### config.mk
export PLATFORM = sky130hd
export DESIGN_NAME = morse_keyer_ctrl
export DESIGN_NICKNAME = d
export VERILOG_FILES = /design/src/rtl/morse_pkg.sv /design/src/rtl/morse_unit_timer.sv /design/src/rtl/morse_keyer_ctrl.sv
export SDC_FILE = /design/constraint.sdc
export NUM_CORES = 1
export LEC_CHECK = 0
export ABC_CLOCK_PERIOD_IN_PS = 5700
export CAP_MARGIN = 0
export CORE_UTILIZATION = 35
export DETAILED_ROUTE_END_ITERATION = 8
export PLACE_DENSITY = 0.65
export SETUP_SLACK_MARGIN = 0.15
export SLEW_MARGIN = 20
export SYNTH_ARGS = -nofsm -noshare
export SYNTH_HDL_FRONTEND = slang
export SYNTH_SLANG_ARGS = --single-unit
### constraint.sdc
create_clock -name clk -period 5.7 [get_ports clk]
set_input_delay 1.71 -clock clk [delete_from_list [all_inputs] [get_ports clk]]
set_output_delay 1.71 -clock clk [all_outputs]
set_load 0.05 [all_outputs]
### src/rtl/morse_pkg.sv
// Shared types and constants for the Morse keyer: FSM states, pattern width,
// default timing values and the leading-one encoder used to find the first emitted bit.
package morse_pkg;

  localparam int PAT_W = 24;
  localparam int IDX_W = $clog2(PAT_W);

  localparam logic [7:0] SPACE_CODE         = 8'h20;
  localparam int         DEF_UNIT_DIV       = 6000000;
  localparam int         DEF_CHAR_GAP_UNITS = 2;
  localparam int         DEF_WORD_GAP_UNITS = 4;

  typedef enum logic [1:0] {
    ST_IDLE,
    ST_LOOKUP,
    ST_SEND,
    ST_GAP
  } state_e;

  // Index of the most significant set bit; 0 for an all-zero pattern.
  function automatic logic [IDX_W-1:0] lead_one(input logic [PAT_W-1:0] pat);
    lead_one = '0;
    for (int i = 0; i < PAT_W; i++) begin
      if (pat[i]) lead_one = IDX_W'(i);
    end
  endfunction

endpackage

### src/rtl/morse_unit_timer.sv
// Morse unit prescaler: counts 0..UNIT_DIV-1 and pulses tick on the last count.
// A restart forces the count back to 0 so every unit starts with a full period.
module morse_unit_timer
  import morse_pkg::*;
#(
  parameter int UNIT_DIV = DEF_UNIT_DIV
) (
  input  logic clk,
  input  logic rst,
  input  logic restart,
  output logic tick
);

  localparam int             CW   = $clog2(UNIT_DIV);
  localparam logic [CW-1:0]  LAST = CW'(UNIT_DIV - 1);

  logic [CW-1:0] r_cnt;

  assign tick = (r_cnt == LAST);

  // NOTE: clocked state uses non-blocking assignments so every register samples pre-edge values.
  always_ff @(posedge clk) begin
    if (rst || restart || tick) r_cnt <= '0;
    else                        r_cnt <= r_cnt + 1'b1;
  end

endmodule

### src/rtl/morse_keyer_ctrl.sv
// Sequences one ASCII character through the external pattern lookup and keys the
// returned on/off pattern MSB-first, followed by the character or word gap.
// Optional sidetone output is built when MORSE_SIDETONE_EN is defined.
module morse_keyer_ctrl
  import morse_pkg::*;
#(
  parameter int UNIT_DIV       = DEF_UNIT_DIV,
  parameter int LOOKUP_LAT     = 2,
  parameter int CHAR_GAP_UNITS = DEF_CHAR_GAP_UNITS,
  parameter int WORD_GAP_UNITS = DEF_WORD_GAP_UNITS
`ifdef MORSE_SIDETONE_EN
  ,
  parameter int TONE_DIV       = 62500
`endif
) (
  input  logic             clk,
  input  logic             rst,
  input  logic             in_valid,
  input  logic [7:0]       in_char,
  output logic             in_ready,
  output logic [7:0]       lut_code,
  input  logic [PAT_W-1:0] lut_pat,
  output logic             key_out,
  output logic             busy
`ifdef MORSE_SIDETONE_EN
  ,
  output logic             tone_out
`endif
);

  localparam int GAP_MAX = WORD_GAP_UNITS + CHAR_GAP_UNITS;
  localparam int GW      = (GAP_MAX < 1) ? 1 : $clog2(GAP_MAX + 1);
  localparam int LW      = (LOOKUP_LAT < 1) ? 1 : $clog2(LOOKUP_LAT + 1);

  state_e           r_state, w_state_n;
  logic [7:0]       r_code, w_code_n;
  logic [PAT_W-1:0] r_pat, w_pat_n;
  logic [IDX_W-1:0] r_idx, w_idx_n, w_idx_dec;
  logic [GW-1:0]    r_gap, w_gap_n;
  logic [LW-1:0]    r_lat, w_lat_n;
  logic             r_key, w_key_n;
  logic             w_tick, w_restart;

  assign in_ready  = (r_state == ST_IDLE);
  assign busy      = ~in_ready;
  assign lut_code  = r_code;
  assign key_out   = r_key;
  assign w_idx_dec = r_idx - 1'b1;

  // Hold the timer at 0 outside SEND/GAP and on every state change so each unit is full length.
  assign w_restart = (r_state != ST_SEND && r_state != ST_GAP) || (w_state_n != r_state);

  morse_unit_timer #(.UNIT_DIV(UNIT_DIV)) u_timer (
    .clk     (clk),
    .rst     (rst),
    .restart (w_restart),
    .tick    (w_tick)
  );

  always_ff @(posedge clk) begin
    if (rst) begin
      r_state <= ST_IDLE;
      r_code  <= '0;
      r_pat   <= '0;
      r_idx   <= '0;
      r_gap   <= '0;
      r_lat   <= '0;
      r_key   <= 1'b0;
    end else begin
      r_state <= w_state_n;
      r_code  <= w_code_n;
      r_pat   <= w_pat_n;
      r_idx   <= w_idx_n;
      r_gap   <= w_gap_n;
      r_lat   <= w_lat_n;
      r_key   <= w_key_n;
    end
  end

  // NOTE: every output of this block gets a default first, so no path can infer a latch.
  always_comb begin
    w_state_n = r_state;
    w_code_n  = r_code;
    w_pat_n   = r_pat;
    w_idx_n   = r_idx;
    w_gap_n   = r_gap;
    w_lat_n   = r_lat;
    w_key_n   = r_key;
    unique case (r_state)
      ST_IDLE: begin
        w_key_n = 1'b0;
        if (in_valid) begin
          w_code_n  = in_char;
          w_lat_n   = '0;
          w_state_n = ST_LOOKUP;
        end
      end
      ST_LOOKUP: begin
        if (r_lat == LW'(LOOKUP_LAT)) begin
          w_pat_n = lut_pat;
          if (lut_pat != '0) begin
            // The leading bit is always a 1, so the key rises together with the entry to SEND.
            w_idx_n   = lead_one(lut_pat);
            w_key_n   = 1'b1;
            w_state_n = ST_SEND;
          end else begin
            w_gap_n   = GW'(GAP_MAX);
            w_state_n = (GAP_MAX == 0) ? ST_IDLE : ST_GAP;
          end
        end else begin
          w_lat_n = r_lat + 1'b1;
        end
      end
      ST_SEND: begin
        if (w_tick) begin
          if (r_idx == '0) begin
            w_key_n   = 1'b0;
            w_gap_n   = GW'(CHAR_GAP_UNITS);
            w_state_n = (CHAR_GAP_UNITS == 0) ? ST_IDLE : ST_GAP;
          end else begin
            w_idx_n = w_idx_dec;
            w_key_n = r_pat[w_idx_dec];
          end
        end
      end
      ST_GAP: begin
        w_key_n = 1'b0;
        if (r_gap == '0) begin
          w_state_n = ST_IDLE;
        end else if (w_tick) begin
          w_gap_n = r_gap - 1'b1;
          if (r_gap == GW'(1)) w_state_n = ST_IDLE;
        end
      end
      default: w_state_n = ST_IDLE;
    endcase
  end

`ifdef MORSE_SIDETONE_EN
  localparam int TW = (TONE_DIV < 2) ? 1 : $clog2(TONE_DIV);

  logic [TW-1:0] r_tone_cnt;
  logic          r_tone;

  // Tone phase restarts high on each key rise and is cleared in the same edge the key drops.
  always_ff @(posedge clk) begin
    if (rst || !w_key_n) begin
      r_tone_cnt <= '0;
      r_tone     <= 1'b0;
    end else if (!r_key) begin
      r_tone_cnt <= '0;
      r_tone     <= 1'b1;
    end else if (r_tone_cnt == TW'(TONE_DIV - 1)) begin
      r_tone_cnt <= '0;
      r_tone     <= ~r_tone;
    end else begin
      r_tone_cnt <= r_tone_cnt + 1'b1;
    end
  end

  assign tone_out = r_tone;
`endif

endmodule
==> results.json <==
{
  "cp.arrival_ps": 2470,
  "critPathRequiredTime_ps": 3990,
  "cp-start-kind": "flip-flop",
  "period_share_pct": 73.3,
  "synth_area_leaders": "dfxtp_1, nand2_1, a21oi_1, mux4_2, ha_1",
  "yosys.area.top_type": "dfxtp_1",
  "cts_resized": 0,
  "synthesis.nets": 508,
  "crit_buf_inv": 3,
  "drc": 0,
  "rr_worst_depth": 8,
  "ys.flop_type": "dfxtp_1",
  "die_h_um": 105,
  "root_buffer": "clkbuf_8",
  "numPortBuffers": 45,
  "place_congestion": 0.875,
  "outcome": "completed",
  "fmax_ghz": 0.239,
  "cts_sinks": 68,
  "antenna_found_initial": 0,
  "setup_tns_ps": 0,
  "vias": 3415,
  "syn_to_final_growth_pct": 19.6,
  "synth-async-reset-ratio_pct": 0,
  "slew_violations": 0,
  "setup_violations": 0,
  "yosysWarnings": 0,
  "die_w_um": 105,
  "synth.most_common_cell": "nand2_1",
  "synth_cells": 462,
  "final.fill_count": 1023,
  "dr.pass1.iters": 4,
  "path_max_fanout": 18,
  "gr-total-overflow": 0,
  "nets": 543,
  "dieArea_um2": 11100,
  "cts_buffers": 9,
  "first_global_vias": 3236,
  "final_antenna_net_count": 0,
  "cp.depth": 4,
  "cts_buffer_depth": 2,
  "synth_area_um2": 3740,
  "ioPinCount": 46,
  "crit_path_max_incr_delay_ps": 830,
  "cp_common_cell": "inv_1",
  "first_iter_violations": 222,
  "power_density_nw_per_um2": 264,
  "cap_violations": 0,
  "layout-drive-gt1-share_pct": 11.6,
  "insertion_delay_ps": 350,
  "ys_ff_latch": 68,
  "tritoncts": "built",
  "dp_hpwl_mm": 6.35,
  "path_delay_family": "buffers and inverters",
  "synthTopCellsByCount": "nand2_1, dfxtp_1, a21oi_1, nor2_1, nand3_1",
  "num_antenna_cells": 0,
  "peakVddDrop_mv": 0.121,
  "period_needed_ps": 4180,
  "yosysSeqAreaShare_pct": 36.4,
  "initial_core_util_pct": 36.2,
  "relSlewSlack_pct": 37.4,
  "tightest_slew_ps": 937,
  "total_leakage_power_nw": 1.44,
  "rsz0062_at_grt": "no",
  "hold_path_depth": 2,
  "grt_max_degree": 45,
  "synth.avg_cell_area_um2": 8.09,
  "synth_edf_count": 0,
  "post-cts-setup-buffers": 0,
  "wl_per_cell_um": 13.7,
  "critical_path_class": "reg -> out",
  "row_count": 37,
  "clkTransAtPathRegs_ps": 80,
  "grt_util_all_layers_pct": 16.7,
  "hold-worst-slack_ps": 455,
  "htree_levels": 3,
  "yosysTopAreaCellShare_pct": 36.4,
  "cts_hold_buffers": 0,
  "hold_violations": 0,
  "crit_path_cell_trace": "inv_1, ha_1, inv_1, clkdlybuf4s50_1",
  "grt_pass1_wl_mm": 15.1,
  "cpMaxStageDelayCell": "clkdlybuf4s50_1",
  "end_kind": "primary output",
  "drt_wl_total_mm": 8.75,
  "avgViaCountPerCell": 5.35,
  "clock_skew_ps": 9.41,
  "synth_cell_types": 57,
  "ff2ff_setup_slack_ps": 2620,
  "core_area_um2": 10300,
  "hold_path_class": "reg -> reg"
}
worst min-delay path: stages (launching register included):
cell,delay [ps]
dfxtp_1,310
nand2_1,50
a21oi_1,50
layer usage:
| metal | GRT usage (%) | wire [um] | up-vias |
|---|---|---|---|
| li1 | - | - | 1703 |
| met1 | 21.9 | 4140 | 1621 |
| met2 | 27.1 | 4000 | 78 |
| met3 | 3.40 | 474 | 13 |
| met4 | 6.14 | 141 | 0 |
| met5 | 0 | 0 | - |
sequential cells by signal, indices dropped and copies added, names as in the netlist:
register / count
key_out: 1
lut_code: 8
r_gap: 3
r_idx: 5
r_lat: 2
r_pat: 24
r_state: 2
u_timer.r_cnt: 23
metrics by stage:
| step | util, % | cells | area (um2) | power (mW) | setup WS [ps] |
|---|---|---|---|---|---|
| 3_5_place_dp | 41.4 | 622 | 4270 | 0.789 | 1380 |
| 2_1_floorplan | - | 462 | 3740 | 0.704 | 2330 |
| 4_1_cts | 43.3 | 638 | 4470 | 1.19 | 1540 |
| 6_report | 43.3 | 638 | 4470 | 1.18 | 1520 |
| 3_3_place_gp | 41.4 | 622 | 4270 | 0.788 | 1440 |
| 5_1_grt | 43.3 | 638 | 4470 | 1.24 | 1360 |
area by class of cell:
type	instances	area, um2	area share [%]
Tap cell	136	170	3.81
Timing Repair Buffer	47	465	10.4
Sequential cell	68	1360	30.5
Clock buffer	10	138	3.08
Clock inverter	6	63.8	1.43
Inverter	20	75.1	1.68
Multi-Input combinational cell	351	2200	49.1
report_power, final:
part | switching (mW) | total (mW) | internal (mW)
Clock | 0.186 | 0.399 | 0.213
Sequential | 0.0199 | 0.512 | 0.492
Combinational | 0.161 | 0.270 | 0.109
layout by cell type (no fill, tap or decap), types with 15 or more instances in the layout:
cell             count
clkdlybuf4s50_1     45
nor2_1              29
nor2_2              20
inv_1               20
a21oi_1             45
xor2_1              15
dfxtp_1             68
nand3_1             21
nand2_1             81
o21ai_0             15
logic make-up (layout without fill, tap and decap cells):
kind of cell	count (synthesis)	count (layout)	share of synthesized area [%]
fa+ha+maj	11	11	3.68
simple gates	210	210	28.2
flops	68	68	36.4
mux	8	8	4.48
compound gates	99	99	17.0
buf+inv	43	83	4.82
xor+xnor	23	23	5.39
worst paths after layout:
| path | startpoint | endpoint |
|---|---|---|
| setup / recovery | r_state[0] | busy |
| hold / removal | r_pat[5] | r_pat[5] |
| hold reg to reg | r_pat[5] | r_pat[5] |
| setup reg to reg | r_state[1] | u_timer.r_cnt[2] |
Power figures use the tool's default switching activity.
